$ cat src/rtl/fma16_vector_runner.sv
// Self-check sequencer around the combinational fma16: fetch packed vectors, drive operands,
// compare result, count errors. Define FMA16_FLAGCHECK_EN to also check flags and add flag_errors.
module fma16_vector_runner #(
    parameter int unsigned ADDR_W = 14,
    parameter int unsigned CNT_W  = 32
) (
    input  logic              clk,
    input  logic              reset,
    input  logic              start,
    input  logic [ADDR_W:0]   num_vectors,
    output logic [ADDR_W-1:0] mem_addr,
    output logic              mem_rd,
    input  logic [75:0]       mem_data,
    output logic [15:0]       x,
    output logic [15:0]       y,
    output logic [15:0]       z,
    output logic              mul,
    output logic              add,
    output logic              negp,
    output logic              negz,
    output logic [1:0]        roundmode,
    input  logic [15:0]       result,
    input  logic [3:0]        flags,
    output logic              busy,
    output logic              done,
    output logic [CNT_W-1:0]  vectornum,
    output logic [CNT_W-1:0]  errors,
    output logic              mismatch,
    output logic [ADDR_W-1:0] first_err_idx,
    output logic              first_err_valid
`ifdef FMA16_FLAGCHECK_EN
    ,
    output logic [CNT_W-1:0]  flag_errors
`endif
);

    typedef enum logic [2:0] {StIdle, StFetch, StApply, StCheck, StDone} state_e;

    state_e            state_q, state_d;
    logic [ADDR_W-1:0] mem_addr_q, mem_addr_d;
    logic [ADDR_W:0]   num_q, num_d;
    logic [15:0]       x_q, x_d, y_q, y_d, z_q, z_d, rexp_q, rexp_d;
    logic [5:0]        ctrl_q, ctrl_d;
    logic [CNT_W-1:0]  vectornum_q, vectornum_d, errors_q, errors_d;
    logic [ADDR_W-1:0] first_err_idx_q, first_err_idx_d;
    logic              first_err_valid_q, first_err_valid_d;
    logic              res_fail, vec_fail, last_vec;
    logic [CNT_W-1:0]  vectornum_inc;

    assign res_fail      = (result !== rexp_q);
    assign vectornum_inc = vectornum_q + CNT_W'(1);
    assign last_vec      = (vectornum_inc == CNT_W'(num_q));

`ifdef FMA16_FLAGCHECK_EN
    logic [3:0]       flagsexp_q, flagsexp_d;
    logic [CNT_W-1:0] flag_errors_q, flag_errors_d;
    logic             flag_fail;
    logic [1:0]       unused_ctrl;

    assign flag_fail   = (flags !== flagsexp_q);
    assign vec_fail    = res_fail | flag_fail;
    assign flag_errors = flag_errors_q;
    assign unused_ctrl = mem_data[27:26];
`else
    logic unused_bits;

    assign vec_fail    = res_fail;
    assign unused_bits = ^{flags, mem_data[27:26], mem_data[3:0]};
`endif

    always_ff @(posedge clk or negedge reset) begin
        if (!reset) begin
            state_q           <= StIdle;
            mem_addr_q        <= '0;
            num_q             <= '0;
            x_q               <= '0;
            y_q               <= '0;
            z_q               <= '0;
            rexp_q            <= '0;
            ctrl_q            <= '0;
            vectornum_q       <= '0;
            errors_q          <= '0;
            first_err_idx_q   <= '0;
            first_err_valid_q <= 1'b0;
`ifdef FMA16_FLAGCHECK_EN
            flagsexp_q        <= '0;
            flag_errors_q     <= '0;
`endif
        end else begin
            state_q           <= state_d;
            mem_addr_q        <= mem_addr_d;
            num_q             <= num_d;
            x_q               <= x_d;
            y_q               <= y_d;
            z_q               <= z_d;
            rexp_q            <= rexp_d;
            ctrl_q            <= ctrl_d;
            vectornum_q       <= vectornum_d;
            errors_q          <= errors_d;
            first_err_idx_q   <= first_err_idx_d;
            first_err_valid_q <= first_err_valid_d;
`ifdef FMA16_FLAGCHECK_EN
            flagsexp_q        <= flagsexp_d;
            flag_errors_q     <= flag_errors_d;
`endif
        end
    end

    always_comb begin
        state_d = state_q;
        unique case (state_q)
            StIdle, StDone: if (start) state_d = (num_vectors == '0) ? StDone : StFetch;
            StFetch:        state_d = StApply;
            StApply:        state_d = StCheck;
            StCheck:        state_d = last_vec ? StDone : StFetch;
            default:        state_d = StIdle;
        endcase
    end

    always_comb begin
        mem_addr_d        = mem_addr_q;
        num_d             = num_q;
        x_d               = x_q;
        y_d               = y_q;
        z_d               = z_q;
        rexp_d            = rexp_q;
        ctrl_d            = ctrl_q;
        vectornum_d       = vectornum_q;
        errors_d          = errors_q;
        first_err_idx_d   = first_err_idx_q;
        first_err_valid_d = first_err_valid_q;
`ifdef FMA16_FLAGCHECK_EN
        flagsexp_d        = flagsexp_q;
        flag_errors_d     = flag_errors_q;
`endif
        unique case (state_q)
            StIdle, StDone: begin
                if (start) begin
                    num_d             = num_vectors;
                    mem_addr_d        = '0;
                    vectornum_d       = '0;
                    errors_d          = '0;
                    first_err_valid_d = 1'b0;
`ifdef FMA16_FLAGCHECK_EN
                    flag_errors_d     = '0;
`endif
                end
            end
            StApply: begin
                x_d    = mem_data[75:60];
                y_d    = mem_data[59:44];
                z_d    = mem_data[43:28];
                ctrl_d = mem_data[25:20];
                rexp_d = mem_data[19:4];
`ifdef FMA16_FLAGCHECK_EN
                flagsexp_d = mem_data[3:0];
`endif
            end
            StCheck: begin
                vectornum_d = vectornum_inc;
                // Hold the address after the final vector so a full-depth run never wraps early.
                if (!last_vec) mem_addr_d = vectornum_inc[ADDR_W-1:0];
                if (vec_fail) begin
                    if (errors_q != {CNT_W{1'b1}}) errors_d = errors_q + CNT_W'(1);
                    if (!first_err_valid_q) begin
                        first_err_idx_d   = vectornum_q[ADDR_W-1:0];
                        first_err_valid_d = 1'b1;
                    end
                end
`ifdef FMA16_FLAGCHECK_EN
                if (flag_fail && flag_errors_q != {CNT_W{1'b1}}) begin
                    flag_errors_d = flag_errors_q + CNT_W'(1);
                end
`endif
            end
            default: ;
        endcase
    end

    always_comb begin
        mem_rd   = (state_q == StFetch);
        busy     = (state_q == StFetch) || (state_q == StApply) || (state_q == StCheck);
        done     = (state_q == StDone);
        mismatch = (state_q == StCheck) && vec_fail;
    end

    assign mem_addr        = mem_addr_q;
    assign x               = x_q;
    assign y               = y_q;
    assign z               = z_q;
    assign roundmode       = ctrl_q[5:4];
    assign mul             = ctrl_q[3];
    assign add             = ctrl_q[2];
    assign negp            = ctrl_q[1];
    assign negz            = ctrl_q[0];
    assign vectornum       = vectornum_q;
    assign errors          = errors_q;
    assign first_err_idx   = first_err_idx_q;
    assign first_err_valid = first_err_valid_q;

endmodule

$ cat config.mk
export PLATFORM = sky130hd
export DESIGN_NAME = fma16_vector_runner
export DESIGN_NICKNAME = d
export VERILOG_FILES = /design/src/rtl/fma16_vector_runner.sv
export SDC_FILE = /design/constraint.sdc
export NUM_CORES = 1
export LEC_CHECK = 0
export BUFFER_PORTS_ARGS = -buffer_cell sky130_fd_sc_hd__buf_2
export CAP_MARGIN = 20
export CORE_MARGIN = 2
export CORE_UTILIZATION = 46
export CTS_CLUSTER_DIAMETER = 200
export DETAILED_ROUTE_END_ITERATION = 8
export PLACE_DENSITY = 0.77
export SLEW_MARGIN = 20
export SYNTH_ARGS = -nofsm -noshare
export SYNTH_HDL_FRONTEND = slang
export SYNTH_SLANG_ARGS = --single-unit
$ cat constraint.sdc
create_clock -name clk -period 3.3 [get_ports clk]
set_input_delay 0 -clock clk [delete_from_list [all_inputs] [get_ports clk]]
set_output_delay 0 -clock clk [all_outputs]
set_load 0.005 [all_outputs]
==> results_dict.tcl <==
set metrics [dict create \
    start_util 0.471 \
    grt_max_degree 105 \
    clock_path_buffers 2 \
    core_area_um2 18800 \
    drt_pass1_iterations 5 \
    clk_latency_ns 0.44 \
    drv_slew 0 \
    ys_warn_count 0 \
    finalPower_mw 4.66 \
    rsz0062_at_grt "false" \
    syn-instance-count 838 \
    cts_resized 0 \
    worstPathArrival_ns 3.29 \
    synth.area.top_cells "dfrtp_1, mux2_2, nand2_1" \
    hpwl_um 17500 \
    gr-total-overflow 0 \
    crit_top_cell "nor4_4" \
    first_iter_violations 502 \
    die_x_um 143 \
    slowest_delay_ns 0.56 \
    area_growth_pct 34.9 \
    cts_max_level 4 \
    synth_ff_type "dfrtp_1" \
    antenna_left 0 \
    clk_pin_slew_ns 0.07 \
    setup-violations-final 0 \
    drc 0 \
    slew_headroom 0.565 \
    finalCritPeriodShare 0.905 \
    maxCapViolations 0 \
    worst_pin_slew_ns 0.651 \
    worst_clock_skew_ns 0.0157 \
    p_leak_nw 5.48 \
    portBuffers 254 \
    gp_congestion 0.907 \
    cp-end-kind "register" \
    vias 7829 \
    wl_um 26100 \
    hold_class "primary input to async pin" \
    tritoncts_num_sinks 181 \
    finalHoldViolations 0 \
    routedWlPerCell_um 18.0 \
    critical-path-top-delay-family "simple AND/OR/NAND/NOR gates" \
    avgViaCountPerCell 5.40 \
    start_kind "register" \
    synth-edff-count 0 \
    grt_pass1_vias 7722 \
    status "finished clean" \
    worstPathCellList "nand4_4 -> nor4_4 -> xnor2_1 -> a2111oi_0 -> and3b_1 -> nand4b_1 -> nor4_4 -> o22ai_1" \
    ioPinCount 265 \
    fillers 1468 \
    critPathMaxFanout 10 \
    synth_top_area_cell "dfrtp_1" \
    p_per_area_nw_per_um2 389 \
    synth_top_cell_area_share 0.510 \
    synth.avg_cell_area_um2 10.6 \
    crit_type "register to register" \
    fmax_ghz 0.335 \
    cp_num_buf_inv 0 \
    die-height_um 143 \
    synth_cell_types 60 \
    seq_area_frac_synth 0.510 \
    synth_seq_cells 181 \
    synthArstFlopShare 1.00 \
    vdd_ir_drop_max_mv 0.358 \
    cts_buffers 17 \
    cts_tree "done" \
    netlist_area_um2 8870 \
    required_ns 3.60 \
    dieArea_um2 20400 \
    synth.most_common_cell "dfrtp_1" \
    drive_gt1_frac 0.351 \
    min_period_ns 2.99 \
    rows 50 \
    fin_setup_tns_ns 0 \
    cp_slowest_cell "dfrtp_1" \
    layout.nets 1292 \
    synth_common_cells "dfrtp_1, nand2_1, mux2_2" \
    cts_root_buf "clkbuf_16" \
    grt_pass1_wl_um 41000 \
    syn-num-nets 954 \
    track_usage 0.259 \
    antenna_found_initial 2 \
]
[worst register-to-register path, cell delays in order, from the launching register on]
cell and delay (ns):
dfrtp_1 0.56, nand4_4 0.23, nor4_4 0.45, xnor2_1 0.17, a2111oi_0 0.45, and3b_1 0.22
nand4b_1 0.15, nor4_4 0.48, o22ai_1 0.15
[flip-flops by register name (all words and copies together), names as in the netlist]
signal,flops
first_err_valid,1
rexp_q,16
ctrl_q,6
vectornum,32
first_err_idx,14
x,16
state_q,3
errors,32
z,16
num_q,15
y,16
mem_addr,14
[where the power goes]
part | total [mW] | switching (mW) | internal [mW]
Clock | 2.05 | 0.978 | 1.08
Sequential | 2.29 | 0.0305 | 2.26
Combinational | 0.312 | 0.133 | 0.179
Total | 4.66 | 1.14 | 3.52
[cell type report]
class	instances	area, um2	area share
multi-input cells	598	4120	0.344
inverters	10	37.5	0.00314
flip-flops and latches	181	4530	0.378
clock inverters	15	159	0.0133
well taps	260	325	0.0272
clock buffers	17	425	0.0355
diodes	1	2.50	0.000209
repair buffers	368	2380	0.199
[logic make-up (layout without fill, tap and decap cells)]
kind of cell,after synthesis,in the layout,share of synthesized area
xor gates and xnor gates,78,78,0.0787
AOI/OAI and AO/OA,104,104,0.0716
adders and majority gates,3,3,0.00395
DFF,181,181,0.510
muxes,98,98,0.123
other,0,1,0
and+or+nand+nor,315,315,0.186
buffers and inverters,59,410,0.0271
[placed cells by master, fill, tap and decap left out, types with 4 or more instances in the layout]
cell type,n
nor4_1,16
inv_1,10
nor4b_1,5
mux2_2,85
and2_1,6
buf_4,25
or4_1,4
nor2b_1,4
or3_1,5
and4_1,7
dfrtp_1,181
and3_1,13
xnor2_1,49
inv_8,5
nand3_1,18
nand2_1,118
clkbuf_16,17
xor2_1,28
nand4_1,17
o21ai_0,52
o31ai_1,12
nor3b_1,6
buf_2,253
nor2_1,53
a21oi_1,12
nor3_1,18
a31oi_1,7
mux2i_1,13
dlygate4sd3_1,87
[final timing paths]
| kind | start | to | slack [ns] | depth (start not counted) |
|---|---|---|---|---|
| worst max-delay path | vectornum[2]$_DFFE_PN0P_ | mem_addr[2]$_DFFE_PN0P_ | 0.31 | 8 |
| worst min-delay path | reset | first_err_idx[7]$_DFFE_PN0P_ | 0.03 | 2 |
| worst max register to register | vectornum[2]$_DFFE_PN0P_ | mem_addr[2]$_DFFE_PN0P_ | 0.31 | 8 |
| worst min register to register | num_q[1]$_DFFE_PN0P_ | num_q[1]$_DFFE_PN0P_ | 0.50 | 2 |
| max in group asynchronous | reset | errors[24]$_DFFE_PN0P_ | 2.41 | 3 |
| min in group clk | result[6] | first_err_valid$_DFFE_PN0P_ | 0.14 | 6 |
[per-stage QoR]
stage / setup slack [ns] / instance area (um2) / utilization / instances / hold WS (ns)
after global routing: 0.0566 / 12000 / 0.636 / 1450 / 0.0503
after CTS: 0.219 / 12000 / 0.635 / 1448 / 0.0244
after detailed placement: 0.214 / 10500 / 0.557 / 1329 / -0.0704
after floorplan: 0.672 / 8870 / - / 838 / -0.296
after global placement: 0.302 / 10500 / 0.557 / 1329 / -0.0662
final: 0.313 / 12000 / 0.636 / 1450 / 0.0251
[routing by layer]
metal / global-route usage / part of all wire
met3: 0.0597 / 0.065
met2: 0.447 / 0.50
met4: 0.0995 / 0.031
met1: 0.316 / 0.41
met5: 0 / 0.00042
[timing repair]
item	CTS	global route
endpoints found under the hold margin	268	0
buffers inserted	0	1
hold buffers	87	0
setup endpoints to repair	0	5
Power figures use the tool's default switching activity.
